`src/rtl/vga_fb_reader_if.sv`:
```
// Frame-buffer read port between the VGA reader and the QQVGA buffer.
// The reader drives the address and receives synchronous RAM data.
interface vga_fb_reader_if #(
  parameter int AW = 15,
  parameter int DW = 3
);
  logic [AW-1:0] mem_px_addr;
  logic [DW-1:0] mem_px_data;

  modport master (
    output mem_px_addr,
    input  mem_px_data
  );

  modport slave (
    input  mem_px_addr,
    output mem_px_data
  );
endinterface

```
`src/rtl/vga_fb_reader.sv`:
```
// 640x480@60 VGA scan-out of a 160x120 RGB111 frame buffer, 4x replicated.
// Counter -> address -> RAM data -> registered colour, syncs delayed alike.
module vga_fb_reader #(
  parameter int AW = 15,
  parameter int DW = 3
) (
  input  logic              CLK,
  input  logic              rst,
  vga_fb_reader_if.master   fb,
  input  logic              pattern_en,
  output logic [3:0]        VGA_R,
  output logic [3:0]        VGA_G,
  output logic [3:0]        VGA_B,
  output logic              VGA_HSYNC,
  output logic              VGA_VSYNC,
  output logic              frame_start
);

  typedef struct packed {
    logic       act;
    logic       hs;
    logic       vs;
    logic       fs;
    logic       pat;
    logic [2:0] idx;
  } pix_t;

  localparam pix_t PIX_IDLE = '{
    act: 1'b0, hs: 1'b1, vs: 1'b1,
    fs: 1'b0, pat: 1'b0, idx: 3'd0
  };

  logic [9:0]    h_cnt_q, h_cnt_d;
  logic [9:0]    v_cnt_q, v_cnt_d;
  logic [AW-1:0] addr_q, addr_d;
  pix_t          s1_q, s1_d;
  pix_t          s2_q, s2_d;
  logic [3:0]    r_q, r_d;
  logic [3:0]    g_q, g_d;
  logic [3:0]    b_q, b_d;
  logic          hs_q, hs_d;
  logic          vs_q, vs_d;
  logic          fs_q, fs_d;

  logic          act0;
  logic [AW-1:0] x_w;
  logic [AW-1:0] y_w;
  logic [2:0]    px;

  always_comb begin
    h_cnt_d = h_cnt_q + 10'd1;
    v_cnt_d = v_cnt_q;
    if (h_cnt_q == 10'd799) begin
      h_cnt_d = 10'd0;
      v_cnt_d = (v_cnt_q == 10'd524) ? 10'd0
                                     : v_cnt_q + 10'd1;
    end
  end

  // y*160 built from shifts; 119*160+159 fits in 15 bits
  always_comb begin
    act0   = (h_cnt_q < 10'd640) && (v_cnt_q < 10'd480);
    x_w    = AW'(h_cnt_q[9:2]);
    y_w    = AW'(v_cnt_q[8:2]);
    addr_d = '0;
    if (act0) begin
      addr_d = (y_w << 7) + (y_w << 5) + x_w;
    end
  end

  always_comb begin
    s1_d     = PIX_IDLE;
    s1_d.act = act0;
    s1_d.hs  = !((h_cnt_q >= 10'd656) &&
                 (h_cnt_q < 10'd752));
    s1_d.vs  = !((v_cnt_q >= 10'd490) &&
                 (v_cnt_q < 10'd492));
    s1_d.fs  = (h_cnt_q == 10'd0) &&
               (v_cnt_q == 10'd0);
    s1_d.pat = pattern_en;
    s1_d.idx = h_cnt_q[9:7];
    s2_d     = s1_q;
  end

  always_comb begin
    px   = s2_q.pat ? s2_q.idx : fb.mem_px_data[2:0];
    r_d  = '0;
    g_d  = '0;
    b_d  = '0;
    if (s2_q.act) begin
      r_d = {4{px[2]}};
      g_d = {4{px[1]}};
      b_d = {4{px[0]}};
    end
    hs_d = s2_q.hs;
    vs_d = s2_q.vs;
    fs_d = s2_q.fs;
  end

  always_ff @(posedge CLK or negedge rst) begin
    if (!rst) begin
      h_cnt_q <= '0;
      v_cnt_q <= '0;
      addr_q  <= '0;
      s1_q    <= PIX_IDLE;
      s2_q    <= PIX_IDLE;
      r_q     <= '0;
      g_q     <= '0;
      b_q     <= '0;
      hs_q    <= 1'b1;
      vs_q    <= 1'b1;
      fs_q    <= 1'b0;
    end else begin
      h_cnt_q <= h_cnt_d;
      v_cnt_q <= v_cnt_d;
      addr_q  <= addr_d;
      s1_q    <= s1_d;
      s2_q    <= s2_d;
      r_q     <= r_d;
      g_q     <= g_d;
      b_q     <= b_d;
      hs_q    <= hs_d;
      vs_q    <= vs_d;
      fs_q    <= fs_d;
    end
  end

  assign fb.mem_px_addr = addr_q;
  assign VGA_R          = r_q;
  assign VGA_G          = g_q;
  assign VGA_B          = b_q;
  assign VGA_HSYNC      = hs_q;
  assign VGA_VSYNC      = vs_q;
  assign frame_start    = fs_q;

endmodule

```
`src/flat_wrapper.sv`:
```
// flat-port wrapper written by rule: the top's interface ports become plain ports
module vga_fb_reader_flat 
#(
  parameter int AW = 15,
  parameter int DW = 3
)
  (CLK, rst, pattern_en, VGA_R, VGA_G, VGA_B, VGA_HSYNC, VGA_VSYNC, frame_start, fb_mem_px_addr, fb_mem_px_data);
  vga_fb_reader_if #(.AW(AW), .DW(DW)) fb_i ();
  input  logic CLK;
  input  logic rst;
  input  logic pattern_en;
  output logic [3:0] VGA_R;
  output logic [3:0] VGA_G;
  output logic [3:0] VGA_B;
  output logic VGA_HSYNC;
  output logic VGA_VSYNC;
  output logic frame_start;
  output wire logic [$bits(fb_i.mem_px_addr)-1:0] fb_mem_px_addr;
  input wire logic [$bits(fb_i.mem_px_data)-1:0] fb_mem_px_data;
  assign fb_mem_px_addr = fb_i.mem_px_addr;
  assign fb_i.mem_px_data = fb_mem_px_data;
  vga_fb_reader #(.AW(AW), .DW(DW)) u_core (.CLK(CLK), .rst(rst), .fb(fb_i), .pattern_en(pattern_en), .VGA_R(VGA_R), .VGA_G(VGA_G), .VGA_B(VGA_B), .VGA_HSYNC(VGA_HSYNC), .VGA_VSYNC(VGA_VSYNC), .frame_start(frame_start));
endmodule
```
`config.mk`:
```
export PLATFORM = sky130hd
export DESIGN_NAME = vga_fb_reader_flat
export DESIGN_NICKNAME = d
export VERILOG_FILES = /design/src/rtl/vga_fb_reader_if.sv /design/src/rtl/vga_fb_reader.sv /design/src/flat_wrapper.sv
export SDC_FILE = /design/constraint.sdc
export NUM_CORES = 1
export LEC_CHECK = 0
export ABC_CLOCK_PERIOD_IN_PS = 2800
export CORE_UTILIZATION = 55
export CTS_CLUSTER_DIAMETER = 60
export DETAILED_ROUTE_END_ITERATION = 12
export DONT_BUFFER_PORTS = 1
export PLACE_DENSITY = 0.7
export REMOVE_ABC_BUFFERS = 1
export SYNTH_ARGS = -nofsm -noshare
export SYNTH_HDL_FRONTEND = slang
export SYNTH_SLANG_ARGS = --single-unit
export TNS_END_PERCENT = 10
```
`constraint.sdc`:
```
create_clock -name CLK -period 2.8 [get_ports CLK]
set_input_delay 0.14 -clock CLK [delete_from_list [all_inputs] [get_ports CLK]]
set_output_delay 0.14 -clock CLK [all_outputs]
set_load 0.1 [all_outputs]
```
# Word-level counts from Yosys, hierarchy flattened
# Index checks and enable logic that the tools add are counted.
[word_totals] output_inout_bits=30 ff_bits=66 inputBits=6 word_cells=48
[op_classes] mux=7 eq_ne=2 n_reduce_logical=8 magnitude_cmp=6 n_addsub=4
[op_table] operator="adder 10 x 1 -> 10 bit, second input constant" n=2
[op_table] operator="== test 10 bit, second input constant" n=2
[op_table] operator="zero test 10 bit" n=2
[op_table] operator="< comparator 10 bit, second input constant" n=2
[op_table] operator="< comparator 10 x 9 -> 1 bit, second input constant" n=2
[op_table] operator="two-way mux 10 bit" n=2
[op_table] operator="adder 14 x 12 -> 15 bit" n=1
[op_table] operator="adder 15 x 8 -> 15 bit" n=1
[op_table] operator="two-way mux 15 bit" n=1
[op_table] operator="two-way mux 4 bit" n=3
[op_table] operator=">= comparator 10 bit, second input constant" n=1
[op_table] operator=">= comparator 10 x 9 -> 1 bit, second input constant" n=1
[op_table] operator="logical AND 1 bit" n=4
[op_table] operator="two-way mux 3 bit" n=1
[op_table] operator="zero test 1 bit" n=2

# Logic depth before layout (Yosys ltp)
[logic_depth] word_depth=3 mapped_depth=9 ltp_nobuf=8

# Worst setup path before layout
# OpenSTA, ideal clock, no wires.
[synth_path] path_type="register -> register" startpoint="reg u_core.v_cnt_q[2]" endpoint="reg u_core.addr_q[13] (netlist: u_core.fb.mem_px_addr[13])" required_time_ns=2.721 path_stages_with_launch=9 period_less_slack_ns=2.364 n_path_buf=0 slack_ns=0.436 arrival_ns=2.284 setup_ns=0.079 path_cell_list="dfrtp_1 -> inv_1 -> fa_1 -> inv_1 -> ha_1 -> a211oi_1 -> o21ai_0 -> a41oi_1 -> mux2i_1"
[synth_via] elab_chain_cells=3 elab_cells_between_ends=5 classes_between="2 x add/sub; 1 x order compare; 1 x mux; 1 x reduce/logical"
[synth_lines] item="from (decl)" line="vga_fb_reader.sv:34" source="logic [9:0] v_cnt_q, v_cnt_d;"
[synth_lines] item="from (signal assigned)" line="vga_fb_reader.sv:115" source="v_cnt_q <= v_cnt_d;"
[synth_lines] item="adder 14 x 12 -> 15 bit or < comparator 10 x 9 -> 1 bit (tied branches)" line="vga_fb_reader.sv:67, vga_fb_reader.sv:62"
[synth_lines] item="adder 15 x 8 -> 15 bit or logical AND 1 bit (tied branches)" line="vga_fb_reader.sv:67, vga_fb_reader.sv:62"
[synth_lines] item="two-way mux 15 bit (*)" line="vga_fb_reader.sv:66" source="if (act0) begin"
[synth_lines] item="net u_core.addr_d[13]" line="vga_fb_reader.sv:35" source="logic [AW-1:0] addr_q, addr_d;"
[synth_lines] item="to (signal assigned)" line="vga_fb_reader.sv:116" source="addr_q <= addr_d;"
[synth_lines] item="to (decl)" line="vga_fb_reader.sv:35"
# Mark *: on every way through the listed nets, which the timed path passes. The rest lies on a longest branch.
# A chain may end at the register's enable or synchronous reset.

# Worst setup path after layout
[layout_path] startpoint="reg u_core.v_cnt_q[4]" endpoint="reg u_core.addr_q[13] (netlist: u_core.fb.mem_px_addr[13])"
# The elaborated chain is that of the path after synthesis.

==> flow_results.xml <==
<?xml version="1.0" encoding="UTF-8"?>
<metrics>
  <group name="clock_tree">
    <metric name="post_cts_buffers" unit="">0</metric>
    <metric name="cts.htree.levels" unit="">3</metric>
    <metric name="insertion_delay" unit="ns">0.33</metric>
    <metric name="tritoncts_num_sinks" unit="">57</metric>
    <metric name="tritoncts" unit="">yes</metric>
    <metric name="clk_root_buffer_cell" unit="">clkbuf_8</metric>
    <metric name="clk_path_buf_depth" unit="">2</metric>
    <metric name="tritoncts.num_buffers" unit="">9</metric>
    <metric name="cts_clk_pin_slew_worst_paths" unit="ns">0.07</metric>
  </group>
  <group name="global_route">
    <metric name="antenna_violations_before_repair" unit="">0</metric>
    <metric name="grt_start_max_net_pins" unit="">58</metric>
    <metric name="grt_first_pass_wirelength" unit="mm">7.67</metric>
    <metric name="globalRouteOverflowTotal" unit="">0</metric>
    <metric name="grt_util_all_layers" unit="%">19.4</metric>
    <metric name="grt_pass1_vias" unit="">1696</metric>
  </group>
  <group name="cells_and_area">
    <metric name="design.final.nets" unit="">263</metric>
    <metric name="post-route-util" unit="%">63.1</metric>
    <metric name="ant_diodes" unit="">0</metric>
    <metric name="final_non_filler_cells" unit="">310</metric>
    <metric name="final_area" unit="um^2">3000</metric>
    <metric name="ratio_of_cells_with_drive_above_1_in_the_final_layout" unit="%">18.5</metric>
    <metric name="area_added_between_synthesis_and_finish" unit="%">10.2</metric>
    <metric name="nFillCells" unit="">388</metric>
  </group>
  <group name="die">
    <metric name="area_enclosed_by_the_die_boundary" unit="um^2">5240</metric>
    <metric name="placement_rows" unit="">25</metric>
    <metric name="io_pins" unit="">36</metric>
    <metric name="coreArea" unit="um^2">4750</metric>
    <metric name="dieWidth" unit="um">72.4</metric>
    <metric name="initial_utilization" unit="%">57.3</metric>
    <metric name="die_height" unit="um">72.4</metric>
  </group>
  <group name="hold_path">
    <metric name="holdCritPathClass" unit="">in2async</metric>
  </group>
  <group name="yosys">
    <metric name="async_flop_share" unit="%">100</metric>
    <metric name="post_synth_xor_area_fraction" unit="%">3.22</metric>
    <metric name="yosysSeqAreaShare" unit="%">52.6</metric>
    <metric name="synth.lib_cells_used.distinct" unit="">50</metric>
    <metric name="yosysWarnings" unit="">0</metric>
    <metric name="synthCells" unit="">238</metric>
    <metric name="yosys_register_bits" unit="">57</metric>
    <metric name="synth_area" unit="um^2">2720</metric>
    <metric name="synth_top_family_by_area" unit="">simple AND/OR/NAND/NOR gates</metric>
    <metric name="synth_flop_cell" unit="">dfrtp_1</metric>
    <metric name="synth_edf_count" unit="">0</metric>
    <metric name="fraction_of_the_mapped_netlist_area_in_compound_gates" unit="%">6.38</metric>
    <metric name="synthAdderAreaFrac" unit="%">9.28</metric>
    <metric name="synth.avg_cell_area" unit="um^2">11.4</metric>
    <metric name="post_synth_mux_area_share" unit="%">2.20</metric>
    <metric name="cell_type_with_the_largest_total_area_after_synthesis" unit="">dfrtp_1</metric>
    <metric name="synth.top_cells.by_area" unit="">dfrtp_1 47%, ha_1 7.8%, dfstp_2 5.8%</metric>
    <metric name="synth_top_cell_area_share" unit="%">46.9</metric>
    <metric name="simple_gate_area_share_of_the_yosys_netlist" unit="%">18.9</metric>
  </group>
  <group name="setup_path">
    <metric name="critical_path.max_fanout" unit="">8</metric>
    <metric name="reg2reg_from" unit="">u_core.v_cnt_q[4]</metric>
    <metric name="critical-path-top-delay-family" unit="">adder cells</metric>
    <metric name="crit_chain" unit="">inv_1 &gt; fa_1 &gt; inv_1 &gt; ha_1 &gt; a211oi_1 &gt; o21ai_0 &gt; a41oi_1 &gt; mux2i_1</metric>
    <metric name="cp_data_required_time" unit="ns">3.05</metric>
    <metric name="launching_element_type_of_the_critical_path" unit="">register</metric>
    <metric name="cpMostUsedCell" unit="">inv_1</metric>
    <metric name="critPathKind" unit="">reg2reg</metric>
    <metric name="slowest_stage_cell_on_the_critical_path" unit="">fa_1</metric>
    <metric name="endpoint_type_of_the_worst_setup_path" unit="">register</metric>
    <metric name="critical_path.max_stage_delay" unit="ns">0.58</metric>
    <metric name="critPathArrivalTime" unit="ns">2.88</metric>
    <metric name="setup.worst_path.start" unit="">u_core.v_cnt_q[4]</metric>
    <metric name="crit_buf_inv" unit="">2</metric>
  </group>
  <group name="timing">
    <metric name="timing_max_transition_violations_final" unit="">0</metric>
    <metric name="period_minus_slack" unit="ns">2.63</metric>
    <metric name="grt_setup_unrepaired" unit="">no</metric>
    <metric name="worst_clock_skew" unit="ns">0.0103</metric>
    <metric name="timing.final.ws_setup" unit="ns">0.173</metric>
    <metric name="report.final.hold_viol_count" unit="">0</metric>
    <metric name="finalCritPeriodShare" unit="%">93.8</metric>
    <metric name="fin_setup_tns" unit="ns">0</metric>
    <metric name="fin_worst_hold_slack" unit="ns">0.340</metric>
    <metric name="slew_headroom" unit="%">27.0</metric>
    <metric name="timing.final.setup_violations" unit="">0</metric>
    <metric name="max_freq" unit="MHz">381</metric>
    <metric name="worst_slew_pin_slew" unit="ns">1.10</metric>
  </group>
  <group name="power">
    <metric name="leakage" unit="nW">1.44</metric>
    <metric name="pwr_density_cell" unit="nW/um^2">595</metric>
    <metric name="peakVddDrop" unit="mV">0.277</metric>
    <metric name="p_total" unit="mW">1.79</metric>
  </group>
  <group name="placement">
    <metric name="placed_cells_incl_taps" unit="">288</metric>
    <metric name="detailed_placement_hpwl" unit="mm">2.93</metric>
    <metric name="detailed_place.area" unit="um^2">2700</metric>
    <metric name="preCtsSetupSlack" unit="ns">0.174</metric>
    <metric name="gp_congestion" unit="">0.871</metric>
    <metric name="io_buffers" unit="">0</metric>
  </group>
  <group name="route">
    <metric name="route.antenna.remaining_nets" unit="">0</metric>
    <metric name="initialDrtViolationCount" unit="">99</metric>
    <metric name="wl" unit="mm">4.40</metric>
    <metric name="detailed_route_wirelength_on_metal2" unit="mm">2.10</metric>
    <metric name="highest-signal-layer" unit="">met4</metric>
    <metric name="vias" unit="">1691</metric>
    <metric name="detail_route.wl_per_cell" unit="um">14.2</metric>
    <metric name="drt_first_pass_iters" unit="">4</metric>
    <metric name="detailed_route_vias_per_instance" unit="">5.45</metric>
    <metric name="routed-wl-met3" unit="um">189</metric>
    <metric name="met1_routed_length" unit="mm">2.03</metric>
    <metric name="drc" unit="">0</metric>
  </group>
  <group name="outcome">
    <metric name="outcome" unit="">complete, no violations</metric>
  </group>
  <group name="job">
    <metric name="drv_cap" unit="">0</metric>
  </group>
</metrics>
## cell usage in the layout, fill, tap and decap left out, drive strengths merged, types with 2 or more instances in the layout
cell type,count
nor3,8
and3,3
a21o,2
and4,3
or3,4
o211ai,2
clkinv,2
nand4,3
dlygate4sd3,5
clkbuf,9
and2,8
dfstp,6
ha,17
a21oi,5
nor2,11
nand2b,2
o21ai,10
mux2i,6
nand3,14
xor2,8
a211oi,3
buf,3
nor4,6
nand2,11
fa,2
xnor2,2
dfrtp,51
inv,18
nor2b,5
bufinv,2
o21a,2
## synthesized netlist by cell type (all sizes together) (3+ instances only)
library cell and number:
a211oi 3, mux2i 6, and2 8, dfrtp 51, nand3 14, dfstp 6, nor2b 5, nor2 11
nor4 6, or3 4, nor3 8, and4 3, nand4 3, a21oi 5, inv 16, o21ai 10
and3 3, xor2 8, buf 17, nand2 11, ha 17
## path summary, 6_finish.rpt
check | to | slack, ns | depth (start not counted)
setup / recovery | u_core.fb.mem_px_addr[13] | 0.17 | 8
hold / removal | u_core.v_cnt_q[5] | 0.34 | 2
setup reg to reg | u_core.fb.mem_px_addr[13] | 0.17 | 8
hold reg to reg | u_core.s2_q[7] | 0.35 | 0
max in group asynchronous | u_core.s1_q[5] | 2.16 | 2
min in group CLK | u_core.s2_q[7] | 0.35 | 0
## final cells by class
class | instances | area (um^2) | area share, %
well taps | 67 | 83.8 | 2.79
clock inverters | 7 | 103 | 3.42
inverters | 16 | 62.6 | 2.09
flip-flops and latches | 57 | 1450 | 48.2
repair buffers | 8 | 92.6 | 3.09
multi-input cells | 146 | 1090 | 36.3
clock buffers | 9 | 124 | 4.13
## report_power, final
part           switching (mW)  internal [mW]  total, mW
Clock                   0.350          0.510      0.859
Combinational          0.0176         0.0108     0.0284
Sequential             0.0709          0.827      0.898
## layer usage
layer  GRT usage [%]  vias to the layer above
li1                -                      815
met1            24.1                      826
met2            31.9                       41
met3            4.31                        9
met4            9.80                        0
met5               0                        -
## what timing repair did
action,in CTS,in global routing
hold endpoints to repair,61,0
hold buffers,6,0
resized for setup,0,1
endpoints found under the setup margin,0,1
## logic make-up (layout without fill, tap and decap cells)
| kind of cell | count (synthesis) | after routing |
|---|---|---|
| buf+inv | 35 | 40 |
| fa+ha+maj | 19 | 19 |
| mux | 6 | 6 |
| flops | 57 | 57 |
| simple gates | 83 | 83 |
| compound gates | 28 | 28 |
| xor+xnor | 10 | 10 |
## state kept, by name (all words and copies together) (netlist names), 5 cells and up
signal and flops:
u_core.fb.mem_px_addr 15, u_core.h_cnt_q 10, u_core.v_cnt_q 10, u_core.s1_q 8
u_core.s2_q 5
Note: power is estimated with default switching activity, not from simulation.
